--- src/rtl/inst_loader_if.sv ---
// Loader bus: UART byte stream in, instruction-memory write port and fetch control out.
interface inst_loader_if #(
  parameter int unsigned INST_WIDTH     = 32,
  parameter int unsigned INST_MEM_WIDTH = 12
);
  logic [7:0]              rx_data;
  logic                    rx_valid;
  logic                    reload;
  logic [INST_WIDTH-1:0]   inst_in;
  logic                    we;
  logic                    reset_pc;
  logic                    load_stall;
  logic                    running;
  logic                    overflow_err;
  logic [INST_MEM_WIDTH:0] words_loaded;

  modport master (
    input  rx_data, rx_valid, reload,
    output inst_in, we, reset_pc, load_stall, running, overflow_err, words_loaded
  );

  modport slave (
    output rx_data, rx_valid, reload,
    input  inst_in, we, reset_pc, load_stall, running, overflow_err, words_loaded
  );
endinterface

--- src/rtl/inst_loader.sv ---
// Boot loader: reads a 32-bit big-endian word count, then assembles big-endian
// instruction words from the UART byte stream and strobes them into instruction memory.
module inst_loader #(
  parameter int unsigned INST_WIDTH     = 32,
  parameter int unsigned INST_MEM_WIDTH = 12
) (
  input  logic          clk,
  input  logic          reset_n,
  inst_loader_if.master bus
);
  localparam int unsigned BYTES = INST_WIDTH / 8;
  localparam int unsigned BIW   = (BYTES > 1) ? $clog2(BYTES) : 1;
  localparam int unsigned IW    = (BIW > 2) ? BIW : 2;
  localparam int unsigned WLW   = INST_MEM_WIDTH + 1;
  localparam logic [WLW-1:0] CAP   = WLW'(1) << INST_MEM_WIDTH;
  localparam logic [32:0]    CAP33 = 33'(1) << INST_MEM_WIDTH;

  typedef enum logic [2:0] {CLEAR, HDR, BODY, START, RUN} state_e;

  state_e                state_q, state_d;
  logic [IW-1:0]         idx_q, idx_d;
  logic [31:0]           cnt_q, cnt_d;
  logic [31:0]           seen_q, seen_d;
  logic                  done_q, done_d;
  logic [INST_WIDTH-1:0] word_q, word_d;
  logic [INST_WIDTH-1:0] inst_q, inst_d;
  logic                  we_q, we_d;
  logic [WLW-1:0]        wl_q, wl_d;
  logic                  ovf_q, ovf_d;
  logic                  reset_pc_q, reset_pc_d;
  logic                  stall_q, stall_d;
  logic                  running_q, running_d;
  logic [31:0]           hdr_n;
  logic [INST_WIDTH-1:0] word_n;

  always_ff @(posedge clk or negedge reset_n) begin
    if (!reset_n) begin
      state_q    <= CLEAR;
      idx_q      <= '0;
      cnt_q      <= '0;
      seen_q     <= '0;
      done_q     <= 1'b0;
      word_q     <= '0;
      inst_q     <= '0;
      we_q       <= 1'b0;
      wl_q       <= '0;
      ovf_q      <= 1'b0;
      reset_pc_q <= 1'b1;
      stall_q    <= 1'b1;
      running_q  <= 1'b0;
    end else begin
      state_q    <= state_d;
      idx_q      <= idx_d;
      cnt_q      <= cnt_d;
      seen_q     <= seen_d;
      done_q     <= done_d;
      word_q     <= word_d;
      inst_q     <= inst_d;
      we_q       <= we_d;
      wl_q       <= wl_d;
      ovf_q      <= ovf_d;
      reset_pc_q <= reset_pc_d;
      stall_q    <= stall_d;
      running_q  <= running_d;
    end
  end

  always_comb begin
    state_d = state_q;
    idx_d   = idx_q;
    cnt_d   = cnt_q;
    seen_d  = seen_q;
    done_d  = done_q;
    word_d  = word_q;
    inst_d  = inst_q;
    we_d    = 1'b0;
    wl_d    = wl_q;
    ovf_d   = ovf_q;
    hdr_n   = 32'({cnt_q, bus.rx_data});
    word_n  = INST_WIDTH'({word_q, bus.rx_data});

    unique case (state_q)
      CLEAR: begin
        state_d = HDR;
        idx_d   = '0;
        cnt_d   = '0;
        seen_d  = '0;
        done_d  = 1'b0;
      end
      HDR: if (bus.rx_valid) begin
        cnt_d = hdr_n;
        if (idx_q == IW'(3)) begin
          idx_d   = '0;
          ovf_d   = {1'b0, hdr_n} > CAP33;
          state_d = (hdr_n == 32'd0) ? START : BODY;
        end else begin
          idx_d = idx_q + IW'(1);
        end
      end
      BODY: begin
        // The last written word leaves BODY only after its strobe cycle.
        if (done_q) begin
          state_d = START;
        end else if (bus.rx_valid) begin
          word_d = word_n;
          if (idx_q == IW'(BYTES - 1)) begin
            idx_d  = '0;
            seen_d = seen_q + 32'd1;
            if (wl_q < CAP) begin
              we_d   = 1'b1;
              inst_d = word_n;
              wl_d   = wl_q + WLW'(1);
            end
            if (seen_q + 32'd1 == cnt_q) begin
              if (wl_q < CAP) done_d = 1'b1;
              else            state_d = START;
            end
          end else begin
            idx_d = idx_q + IW'(1);
          end
        end
      end
      START: state_d = RUN;
      RUN: if (bus.reload) begin
        state_d = CLEAR;
        wl_d    = '0;
        ovf_d   = 1'b0;
      end
      default: state_d = CLEAR;
    endcase

    reset_pc_d = (state_d == CLEAR) || (state_d == START);
    running_d  = (state_d == RUN);
    stall_d    = (state_d != RUN) && !we_d;
  end

  assign bus.inst_in      = inst_q;
  assign bus.we           = we_q;
  assign bus.reset_pc     = reset_pc_q;
  assign bus.load_stall   = stall_q;
  assign bus.running      = running_q;
  assign bus.overflow_err = ovf_q;
  assign bus.words_loaded = wl_q;
endmodule

--- src/flat_wrapper.sv ---
// flat-port wrapper written by rule: the top's interface ports become plain ports
module inst_loader_flat 
#(
  parameter int unsigned INST_WIDTH     = 32,
  parameter int unsigned INST_MEM_WIDTH = 12
)
  (clk, reset_n, bus_rx_data, bus_rx_valid, bus_reload, bus_inst_in, bus_we, bus_reset_pc, bus_load_stall, bus_running, bus_overflow_err, bus_words_loaded);
  inst_loader_if #(.INST_WIDTH(INST_WIDTH), .INST_MEM_WIDTH(INST_MEM_WIDTH)) bus_i ();
  input  logic clk;
  input  logic reset_n;
  input wire logic [$bits(bus_i.rx_data)-1:0] bus_rx_data;
  input wire logic [$bits(bus_i.rx_valid)-1:0] bus_rx_valid;
  input wire logic [$bits(bus_i.reload)-1:0] bus_reload;
  output wire logic [$bits(bus_i.inst_in)-1:0] bus_inst_in;
  output wire logic [$bits(bus_i.we)-1:0] bus_we;
  output wire logic [$bits(bus_i.reset_pc)-1:0] bus_reset_pc;
  output wire logic [$bits(bus_i.load_stall)-1:0] bus_load_stall;
  output wire logic [$bits(bus_i.running)-1:0] bus_running;
  output wire logic [$bits(bus_i.overflow_err)-1:0] bus_overflow_err;
  output wire logic [$bits(bus_i.words_loaded)-1:0] bus_words_loaded;
  assign bus_i.rx_data = bus_rx_data;
  assign bus_i.rx_valid = bus_rx_valid;
  assign bus_i.reload = bus_reload;
  assign bus_inst_in = bus_i.inst_in;
  assign bus_we = bus_i.we;
  assign bus_reset_pc = bus_i.reset_pc;
  assign bus_load_stall = bus_i.load_stall;
  assign bus_running = bus_i.running;
  assign bus_overflow_err = bus_i.overflow_err;
  assign bus_words_loaded = bus_i.words_loaded;
  inst_loader #(.INST_WIDTH(INST_WIDTH), .INST_MEM_WIDTH(INST_MEM_WIDTH)) u_core (.clk(clk), .reset_n(reset_n), .bus(bus_i));
endmodule
--- config.mk ---
export PLATFORM = sky130hd
export DESIGN_NAME = inst_loader_flat
export DESIGN_NICKNAME = d
export VERILOG_FILES = /design/src/rtl/inst_loader_if.sv /design/src/rtl/inst_loader.sv /design/src/flat_wrapper.sv
export SDC_FILE = /design/constraint.sdc
export NUM_CORES = 1
export LEC_CHECK = 0
export ABC_AREA = 1
export ABC_CLOCK_PERIOD_IN_PS = 2480
export BUFFER_PORTS_ARGS = -buffer_cell sky130_fd_sc_hd__buf_2
export CAP_MARGIN = 10
export CELL_PAD_IN_SITES_DETAIL_PLACEMENT = 0
export CELL_PAD_IN_SITES_GLOBAL_PLACEMENT = 1
export CORE_MARGIN = 1.5
export CORE_UTILIZATION = 44
export CTS_CLUSTER_DIAMETER = 40
export DETAILED_ROUTE_END_ITERATION = 7
export PLACE_DENSITY = 0.79
export REMOVE_ABC_BUFFERS = 1
export SETUP_SLACK_MARGIN = 0.3
export SLEW_MARGIN = 20
export SYNTH_ARGS = -nofsm -noshare
export SYNTH_HDL_FRONTEND = slang
export SYNTH_SLANG_ARGS = --single-unit
--- constraint.sdc ---
create_clock -name clk -period 2.48 [get_ports clk]
set_input_delay 0.248 -clock clk [delete_from_list [all_inputs] [get_ports clk]]
set_output_delay 0.248 -clock clk [all_outputs]
set_load 0.005 [all_outputs]
==> impl_metrics.csv, run 1 <==
group,metric,value,unit
clock_tree,cts.sink_count,144,
logic_synthesis,synthDistinctLibCells,35,
clock_tree,cts_tree,"done",
power,p_seq_share,40.8,%
grt,grt_max_degree,66,
worst_setup_path,worstPathCellList,"buf_4 > inv_1 > nor2_4 > nand2_1 > nor2_4 > nand3_1 > nand3_1 > nand2_1 > inv_1 > nand2_1 > nor2_1 > nand2_1 > nor2_2 > nand3_1 > nand2_2 > nand2_1 > nand2_1",
worst_setup_path,cp.arrival,2650,ps
logic_synthesis,synthTopCellsByArea,"dfrtp_1 48%, nand2_1 13%, nand3_1 7.5%",
power,static-leakage-power,4.307,nW
logic_synthesis,synth_top_area_share,48.27,%
power,clockPowerShare,35.8,%
routing,drc,0,
grt,grtUsageTotal,23.59,%
routing,dr.pass1.iters,6,
timing,finalSetupViolations,0,
clock_tree,numCtsBuffers,17,
power,ir_drop,0.5299,mV
final_layout,nFillCells,1631,
final_layout,area_delta_synth_final,19.55,%
timing,final_hold_viol_count,0,
routing,drtAntennaViolNets,0,
timing,period_share,91.59,%
logic_synthesis,ys_warn_count,0,
worst_setup_path,crit_top_cell,"nand2_1",
worst_setup_path,criticalPathCategory,"reg2reg",
clock_tree,htree_levels,4,
power,power.share.switching,35.39,%
status,run_status,"finished clean",
grt,grt_pass1_wl,32060,µm
placement,dp_hpwl,13860,µm
routing,drt_iter0_drc,461,
worst_setup_path,path_max_fanout,7,
power,p_switching,0.002630,W
worst_setup_path,critPathSlowestCell,"dfrtp_1",
grt,overflow,0,
logic_synthesis,syn_avg_cell_area,7.612,µm²
die,fp.dieArea,17510,µm²
final_layout,fin_cells,1276,
placement,placed_cells,1235,
die,core_area,16470,µm²
hold_path,hold_class,"in2reg",
placement,io_buffers,61,
final_layout,nets,1058,
die,die_y,132.3,µm
final_layout,multi_input_area,3266,µm²
grt,antenna_found_initial,0,
clock_tree,cts.reportedPaths.clkPinSlew,60,ps
routing,wire_per_inst,15.40,µm
logic_synthesis,netlist_instances,967,
timing,fmax,440.2,MHz
timing,finalClockSkew,14.33,ps
grt,grt_pass1_vias,6083,
job,maxCapViolCount,0,
die,rows,47,
worst_setup_path,r2r_slack,210,ps
worst_setup_path,critPathLaunchType,"flip-flop",
final_layout,n_antenna_cell,0,
final_layout,seq_area,3611,µm²
worst_setup_path,worst-path-buf-inv,3,
placement,gp_congestion,0.8797,
logic_synthesis,netlist_area,7361,µm²
power,power.density,844.5,nW/µm²
clock_tree,cts-root-buf,"clkbuf_16",
routing,routed-via-count,6425,
clock_tree,clkLatencyLatePin,430,ps
logic_synthesis,yosysSeqAreaShare,48.99,%
timing,slew_headroom,67.20,%
worst_setup_path,cp_data_required_time,2850,ps
worst_setup_path,critPathTopFamily,"simple AND/OR/NAND/NOR gates",
routing,post_drt_via_cell_ratio,5.035,
timing,worst_hold_slack,71.21,ps
timing,rsz0062_at_grt,"yes",
power,p_int,0.004802,W
power,comb_power_share,23.4,%
worst_setup_path,crit_path_end_kind,"flip-flop",
timing,layout_min_cycle_time,2272,ps
final_layout,drive_gt1_share,16.86,%
logic_synthesis,synth-seq-cells,144,
timing,maxSlewViolCount,0,
worst_setup_path,max_stage_delay,400,ps
timing,tightestPinTransition,492.0,ps
die,initial_core_util,44.70,%
logic_synthesis,synth_area_leader_cell,"dfrtp_1",
die,ios,62,
clock_tree,clock_path_buffers,2,
routing,wl,19650,µm
die,die_w,132.3,µm
worst min-delay path, cell delays in order:
cell     delay [ps]
buf_2            90
nand3_1          60
o21ai_0          60
registers in the layout, indices dropped and copies added (netlist names):
signal                   cells
u_core.bus.inst_in          32
u_core.cnt_q                32
u_core.seen_q               32
u_core.word_q               24
u_core.bus.words_loaded     13
u_core.state_q               3
u_core.idx_q                 2
u_core.bus.load_stall        1
u_core.bus.overflow_err      1
u_core.bus.reset_pc          1
u_core.bus.running           1
u_core.bus.we                1
u_core.done_q                1
cells in the mapped netlist, drive strengths merged:
master / n
a32o: 1
o21ai: 81
clkbuf: 20
and2: 3
dfstp: 2
xnor3: 1
nor4: 4
o22ai: 23
o211a: 1
o221a: 1
nor3: 10
xor2: 4
nand3: 113
o21a: 1
dfrtp: 142
inv: 137
nand2: 255
xnor2: 1
ha: 3
and3: 1
or2: 1
a31oi: 1
mux2: 8
nand4: 6
nor2: 104
buf: 7
a21oi: 36
cell families (layout without fill, tap and decap cells):
group | count (synthesis) | after routing | synth area share [%]
AOI/OAI and AO/OA | 145 | 145 | 10.52
xor gates and xnor gates | 6 | 6 | 0.9009
adders and majority gates | 3 | 3 | 0.5100
buffers and inverters | 164 | 253 | 8.414
DFF | 144 | 144 | 48.99
muxes | 8 | 8 | 1.224
and+or+nand+nor | 497 | 497 | 29.44
power by group through the flow:
stage	sequential [W]	clock [W]	combinational [W]
finish	0.00304	0.00266	0.00174
global route	0.00308	0.00280	0.00200
CTS	0.00303	0.00272	0.00175
detailed placement	0.00307	0	0.00173
global placement	0.00308	0	0.00172
floorplan	0.00292	0	0.00112
metal layers:
metal	track usage (%)	vias up	routed length (µm)
met2	35.40	157	8696
met5	0	-	0
met3	4.152	17	1018
met1	34.51	2981	9646
met4	8.181	0	286
li1	-	3270	-
cell usage in the layout, fill, tap and decap left out, types with 2 or more instances in the layout:
| cell type | netlist | final |
|---|---|---|
| and2_1 | 3 | 3 |
| nor2_2 | 6 | 9 |
| nor3_1 | 8 | 8 |
| inv_8 | 0 | 3 |
| dfstp_2 | 2 | 2 |
| nand3_2 | 3 | 4 |
| inv_2 | 4 | 6 |
| nor2_1 | 91 | 82 |
| bufinv_16 | 0 | 2 |
| dfrtp_2 | 0 | 4 |
| o21ai_1 | 3 | 3 |
| nor2_4 | 7 | 13 |
| inv_6 | 0 | 7 |
| o21ai_0 | 78 | 78 |
| inv_1 | 133 | 131 |
| nand3_1 | 110 | 109 |
| buf_2 | 3 | 60 |
| nand4_1 | 6 | 6 |
| buf_12 | 0 | 3 |
| buf_4 | 0 | 19 |
| a21oi_1 | 36 | 35 |
| dfrtp_1 | 142 | 138 |
| nor4_1 | 4 | 4 |
| nand2_1 | 248 | 244 |
| nand2_4 | 0 | 4 |
| xor2_1 | 4 | 4 |
| nand2_2 | 7 | 7 |
| o22ai_1 | 23 | 22 |
| ha_1 | 3 | 2 |
| clkinvlp_4 | 0 | 2 |
| clkbuf_16 | 0 | 17 |
| nor3_4 | 0 | 2 |
| mux2_2 | 8 | 8 |
worst paths after layout:
check | from | to | depth (start not counted)
setup / recovery | u_core.seen_q[0]$_DFFE_PN0P_ | u_core.bus.reset_pc$_DFF_PN1_ | 17
hold / removal | bus_rx_data[0] | u_core.cnt_q[0]$_DFFE_PN0P_ | 3
setup reg to reg | u_core.seen_q[0]$_DFFE_PN0P_ | u_core.bus.reset_pc$_DFF_PN1_ | 17
hold reg to reg | u_core.word_q[17]$_DFFE_PN0P_ | u_core.word_q[17]$_DFFE_PN0P_ | 2
max in group asynchronous | reset_n | u_core.bus.load_stall$_DFF_PN1_ | 3
min in group asynchronous | reset_n | u_core.cnt_q[29]$_DFFE_PN0P_ | 2
cell type report:
cell class,instances,area share [%]
clock buffer,18,4.991
multi-input combinational,659,37.11
clock inverter,14,1.934
timing repair buffer,84,5.958
sequential,144,41.04
inverter,137,5.844
tap,220,3.128
repair_timing:
item / CTS / global route
pin swaps: 4 / 6
hold buffers: 1 / 0
endpoints found under the setup margin: 7 / 9
hold endpoints to repair: 45 / 0
setup buffers: 5 / 3
gates resized for setup: 9 / 22
stage by stage:
stage          setup WS, ps  setup TNS [ps]  power (W)  util [%]  area, µm²
2_1_floorplan         -1911          -80400   0.004042         -       7256
3_3_place_gp          180.4               0   0.004792     48.69       8016
3_5_place_dp          117.4               0   0.004796     48.69       8016
4_1_cts               230.9               0   0.007493     52.89       8708
5_1_grt               47.47               0   0.007877     53.44       8800
6_report              208.5               0   0.007431     53.44       8800
No activity file was read; power rests on OpenSTA's default activity.
==> run 2, diff against run 1 <==
- CTS_BUF_LIST: default -> sky130_fd_sc_hd__clkbuf_16
==> run 2 against run 1 <==
Against the previous run:
- die area did not move
- flip-flop and latch count unchanged
- critical path type unchanged
- final area down 0.11%
- routed wire length increased by 0.17%
- critical path depth unchanged
- final cell count is the same
- critical endpoint unchanged
- highest routed layer unchanged
- largest cell class unchanged
- combinational power is essentially flat
==> impl_metrics.csv, run 2 (synthesized netlist as in run 1, its figures left out) <==
group,metric,value,unit
timing,fmax,438.7,MHz
grt,grt_pass1_wl,32080,µm
timing,tightestPinTransition,493.1,ps
worst_setup_path,critPathLaunchType,"flip-flop",
placement,dp_hpwl,13860,µm
clock_tree,cts.reportedPaths.clkPinSlew,60,ps
die,fp.dieArea,17510,µm²
worst_setup_path,r2r_end,"u_core.bus.reset_pc$_DFF_PN1_",
placement,placed_cells,1235,
worst_setup_path,crit_path_end_kind,"flip-flop",
timing,finalClockSkew,6.441,ps
grt,antenna_found_initial,0,
die,core_area,16470,µm²
final_layout,mostFrequentLayoutCell,"nand2_1",
routing,dr.pass1.iters,5,
die,die_y,132.3,µm
placement,io_buffers,61,
final_layout,drive_gt1_share,16.76,%
placement,pre_cts_ws,117.4,ps
die,ios,62,
worst_setup_path,crit_path_end,"u_core.bus.reset_pc$_DFF_PN1_",
die,rows,47,
die,initial_core_util,44.70,%
clock_tree,clkLatencyLatePin,430,ps
routing,drtAntennaViolNets,0,
power,fin_total_pwr,0.007401,W
timing,slew_headroom,67.13,%
clock_tree,cts-root-buf,"clkbuf_16",
final_layout,nets,1058,
routing,wl,19680,µm
power,power.density,842.0,nW/µm²
routing,wire_per_inst,15.42,µm
job,maxCapViolCount,0,
worst_setup_path,criticalPathCategory,"reg2reg",
worst_setup_path,crit_start,"u_core.seen_q[0]$_DFFE_PN0P_",
final_layout,fin_cells,1276,
hold_path,hold_class,"in2reg",
worst_setup_path,r2r_slack,200,ps
worst_setup_path,path_max_fanout,7,
routing,drc,0,
die,die_w,132.3,µm
worst_setup_path,r2r_start,"u_core.seen_q[0]$_DFFE_PN0P_",
clock_tree,cts.sink_count,144,
grt,grt_pass1_vias,6082,
timing,worst_hold_slack,70.50,ps
worst_setup_path,cp_data_required_time,2850,ps
clock_tree,numCtsBuffers,17,
worst_setup_path,reg2reg_depth,17,
grt,overflow,0,
timing,rsz0062_at_grt,"yes",
routing,drt_iter0_drc,469,
power,ir_drop,0.5263,mV
clock_tree,htree_levels,4,
clock_tree,cts_tree,"done",
timing,layout_min_cycle_time,2279,ps
final_layout,final_cell_mix,"244 x nand2_1, 138 x dfrtp_1, 131 x inv_1, 109 x nand3_1, 82 x nor2_1",
worst_setup_path,cp.arrival,2650,ps
timing,final_hold_viol_count,0,
routing,post_drt_via_cell_ratio,5.064,
placement,gp_congestion,0.8797,
timing,period_share,91.91,%
routing,routed-via-count,6462,
final_layout,area_delta_synth_final,19.41,%
timing,maxSlewViolCount,0,
grt,grt_max_degree,66,
final_layout,n_antenna_cell,0,
clock_tree,clock_path_buffers,2,
timing,finalSetupViolations,0,
timing,setup_slack,200.6,ps
grt,grtUsageTotal,23.57,%
power,static-leakage-power,4.302,nW
status,run_status,"finished clean",
-- run 2: final cells by class --
cell class | count | area [µm²]
inverters | 137 | 514.2
fillers | 1631 | 7676
flip-flops and latches | 144 | 3611
repair buffers | 84 | 524.3
well taps | 220 | 275.3
multi-input cells | 659 | 3266
clock inverters | 15 | 173.9
clock buffers | 17 | 425.4
-- run 2: worst min-delay path by stage --
stage	to	startpoint	cells after the start	slack, ps
floorplan	u_core.bus.inst_in[0]$_DFFE_PN0P_	reset_n	0	-50
global placement	u_core.seen_q[29]$_DFFE_PN0P_	reset_n	1	240
detailed placement	u_core.cnt_q[29]$_DFFE_PN0P_	reset_n	1	240
CTS	u_core.cnt_q[0]$_DFFE_PN0P_	bus_rx_data[0]	3	60
global route	u_core.cnt_q[5]$_DFFE_PN0P_	bus_rx_data[5]	3	90
finish	u_core.cnt_q[0]$_DFFE_PN0P_	bus_rx_data[0]	3	70
-- run 2: stage by stage --
step | utilization (%) | setup TNS (ps) | area (µm²)
floorplan | - | -80400 | 7256
global placement | 48.69 | 0 | 8016
detailed placement | 48.69 | 0 | 8016
CTS | 52.83 | 0 | 8698
global route | 53.38 | 0 | 8790
finish | 53.38 | 0 | 8790
-- run 2: worst max-delay path, cell delays in order, from the launching register on --
cell and delay, ps:
dfrtp_1 400, buf_4 140, inv_1 70, nor2_4 180
nand2_1 150, nor2_4 220, nand3_1 100, nand3_1 150
nand2_1 90, inv_1 60, nand2_1 60, nor2_1 90
nand2_1 60, nor2_2 170, nand3_1 110, nand2_2 80
nand2_1 50, nand2_1 50
-- run 2: where the power goes --
part	total (W)	internal [W]	switching, W
Sequential	0.00304	0.00268	0.000359
Combinational	0.00173	0.000571	0.00116
Clock	0.00263	0.00152	0.00111
-- run 2: repair_timing --
action	CTS	global route
setup buffers	5	3
cloned	0	0
hold buffers	1	0
endpoints found under the hold margin	45	0
setup endpoints to repair	7	9
resized for setup	9	22
pin swaps	4	6
-- run 2: per-layer routing --
layer | vias to the layer above | share of wire, % | GRT usage, %
met2 | 139 | 44 | 35.40
li1 | 3271 | - | -
met1 | 3028 | 50 | 34.58
met4 | 0 | 1.6 | 7.448
met3 | 24 | 4.3 | 4.383
met5 | - | 0 | 0
==> run 3, diff against run 2 <==
- CELL_PAD_IN_SITES_DETAIL_PLACEMENT: 0 -> 1
- CORE_UTILIZATION: 44 -> 39
- GPL_TIMING_DRIVEN: default -> 0
- PLACE_DENSITY: 0.79 -> 0.72
==> run 3 against run 2 <==
Against the previous run:
- count of clock-buffer cells in the layout did not move
- worst hold slack worse by 8.1 ps
- sequential share of layout area down 2.6 points
- register-to-register slack got worse by 30 ps
- die area grew 13%
- routed wire length up 17%
- critical path depth fell by 1
- clock skew up 2.0 ps
- via count up 6.1%
- global-route usage rose by 0.54 points
- critical endpoint is now u_core.state_q[0]$_DFF_PN0_
==> impl_metrics.csv, run 3 (synthesized netlist as in run 1, its figures left out) <==
group,metric,value,unit
status,run_status,"finished clean",
timing,period_share,93.25,%
worst_setup_path,criticalPathCategory,"reg2reg",
final_layout,drive_gt1_share,23.71,%
die,die_w,140.4,µm
final_layout,final_cell_mix,"225 x nand2_1, 138 x dfrtp_1, 128 x inv_1, 96 x nand3_1, 77 x o21ai_0",
hold_path,hold_class,"in2reg",
routing,drc,0,
grt,antenna_found_initial,0,
die,core_area,18580,µm²
timing,worst_hold_slack,62.38,ps
worst_setup_path,r2r_end,"u_core.state_q[0]$_DFF_PN0_",
timing,fmax,432.4,MHz
timing,finalSetupViolations,0,
routing,routed-via-count,6857,
routing,post_drt_via_cell_ratio,5.187,
die,fp.dieArea,19710,µm²
power,p_seq_share,39.6,%
worst_setup_path,crit_path_end_kind,"flip-flop",
clock_tree,cts.sink_count,144,
grt,overflow,0,
routing,drtAntennaViolNets,0,
clock_tree,cts_tree,"done",
power,p_int,0.004785,W
clock_tree,cts.reportedPaths.clkPinSlew,70,ps
final_layout,nets,1090,
timing,slew_headroom,54.43,%
timing,finalClockSkew,8.415,ps
die,initial_core_util,39.62,%
final_layout,area_delta_synth_final,27.50,%
timing,maxSlewViolCount,0,
clock_tree,clkLatencyLatePin,430,ps
timing,setup-tns-final,0,ps
timing,tightestPinTransition,682.8,ps
grt,grt_max_degree,82,
grt,grt_pass1_wl,36890,µm
worst_setup_path,path_max_fanout,5,
placement,dp_hpwl,15490,µm
die,ios,62,
clock_tree,cts-root-buf,"clkbuf_16",
worst_setup_path,reg2reg_depth,16,
clock_tree,clock_path_buffers,2,
final_layout,nFillCells,2272,
power,ir_drop,0.5373,mV
final_layout,mostFrequentLayoutCell,"nand2_1",
worst_setup_path,cp_data_required_time,2860,ps
worst_setup_path,cp.arrival,2690,ps
timing,final_hold_viol_count,0,
job,maxCapViolCount,0,
timing,layout_min_cycle_time,2313,ps
worst_setup_path,critPathLaunchType,"flip-flop",
grt,grtUsageTotal,24.11,%
routing,wire_per_inst,17.44,µm
worst_setup_path,crit_start,"u_core.seen_q[0]$_DFFE_PN0P_",
placement,gp_congestion,0.8652,
die,die_y,140.4,µm
power,power.density,820.0,nW/µm²
worst_setup_path,crit_path_end,"u_core.state_q[0]$_DFF_PN0_",
power,static-leakage-power,4.515,nW
power,comb_power_share,27.5,%
worst_setup_path,worstPathCellList,"ha_4 > nand2_4 > nor2_4 > nand2_4 > nor2_4 > nand2_2 > nand3_2 > nand2_1 > nor2_2 > nand2_1 > nor2_1 > nand2_1 > nor2_4 > nand3_2 > nand2_2 > buf_4",
routing,dr.pass1.iters,5,
routing,drt_iter0_drc,402,
clock_tree,htree_levels,4,
grt,grt_pass1_vias,6873,
worst_setup_path,r2r_slack,170,ps
placement,io_buffers,61,
routing,wl,23060,µm
die,rows,50,
power,fin_total_pwr,0.007696,W
clock_tree,numCtsBuffers,17,
worst_setup_path,critPathSlowestCell,"dfrtp_1",
power,clockPowerShare,32.9,%
worst_setup_path,max_stage_delay,410,ps
final_layout,n_antenna_cell,0,
timing,rsz0062_at_grt,"yes",
worst_setup_path,r2r_start,"u_core.seen_q[0]$_DFFE_PN0P_",
power,p_switching,0.002911,W
power,power.share.switching,37.83,%
==> run 3: cell type report <==
type                            count  area, µm²  share of cell area [%]
Multi-Input combinational cell    660       3522                   37.53
Timing Repair Buffer              114      854.6                   9.105
Clock inverter                     15      146.4                   1.560
Inverter                          137      525.5                   5.599
Timing Repair inverter              1      7.507                 0.07999
Tap cell                          234      292.8                   3.120
Sequential cell                   144       3611                   38.47
Clock buffer                       17      425.4                   4.533
==> run 3: metrics by stage <==
step | std cells | worst slack, ps | util [%] | area, µm²
after floorplan | 940 | -1911 | - | 7256
after global placement | 1235 | -4809 | 42.27 | 7854
after detailed placement | 1243 | -375.7 | 43.57 | 8095
after CTS | 1309 | 197.5 | 49.10 | 9123
after global routing | 1322 | -0.8078 | 50.51 | 9385
final | 1322 | 167.4 | 50.51 | 9385
==> run 3: what timing repair did <==
| action | in CTS | in global routing |
|---|---|---|
| pin swaps | 27 | 33 |
| setup buffers | 31 | 13 |
| resized for setup | 55 | 47 |
| hold buffers | 1 | 0 |
| setup endpoints to repair | 49 | 35 |
| cloned | 2 | 0 |
| hold endpoints to repair | 63 | 0 |
==> run 3: worst min-delay path by stage <==
| stage | from | to | slack, ps | cells past startpoint |
|---|---|---|---|---|
| floorplan | reset_n | u_core.bus.inst_in[0]$_DFFE_PN0P_ | -50 | 0 |
| global placement | u_core.word_q[8]$_DFFE_PN0P_ | u_core.word_q[8]$_DFFE_PN0P_ | 470 | 2 |
| detailed placement | reset_n | u_core.seen_q[26]$_DFFE_PN0P_ | 230 | 1 |
| CTS | bus_rx_data[3] | u_core.cnt_q[3]$_DFFE_PN0P_ | 60 | 3 |
| global route | bus_rx_data[3] | u_core.cnt_q[3]$_DFFE_PN0P_ | 60 | 3 |
| finish | bus_rx_data[3] | u_core.cnt_q[3]$_DFFE_PN0P_ | 60 | 3 |
==> run 3: per-layer routing <==
layer,vias to the layer above,GRT usage [%],part of all wire (%)
met5,-,0,0
met4,0,6.205,1.3
met3,24,3.487,2.7
met2,95,40.18,49
met1,3410,33.03,47
li1,3328,-,-
==> run 3: worst max-delay path, delay by kind of cell (launching register included) <==
| family | cells | cell delay [ps] |
|---|---|---|
| simple gates | 14 | 1550 |
| flops | 1 | 410 |
| fa+ha+maj | 1 | 180 |
| buf+inv | 1 | 110 |
==> run 3: power groups by stage <==
stage	Clock, W	Combinational, W	Sequential, W
finish	0.00253	0.00212	0.00305
global route	0.00268	0.00235	0.00309
CTS	0.00257	0.00204	0.00304
detailed placement	0	0.00195	0.00308
global placement	0	0.00155	0.00306
floorplan	0	0.00112	0.00292
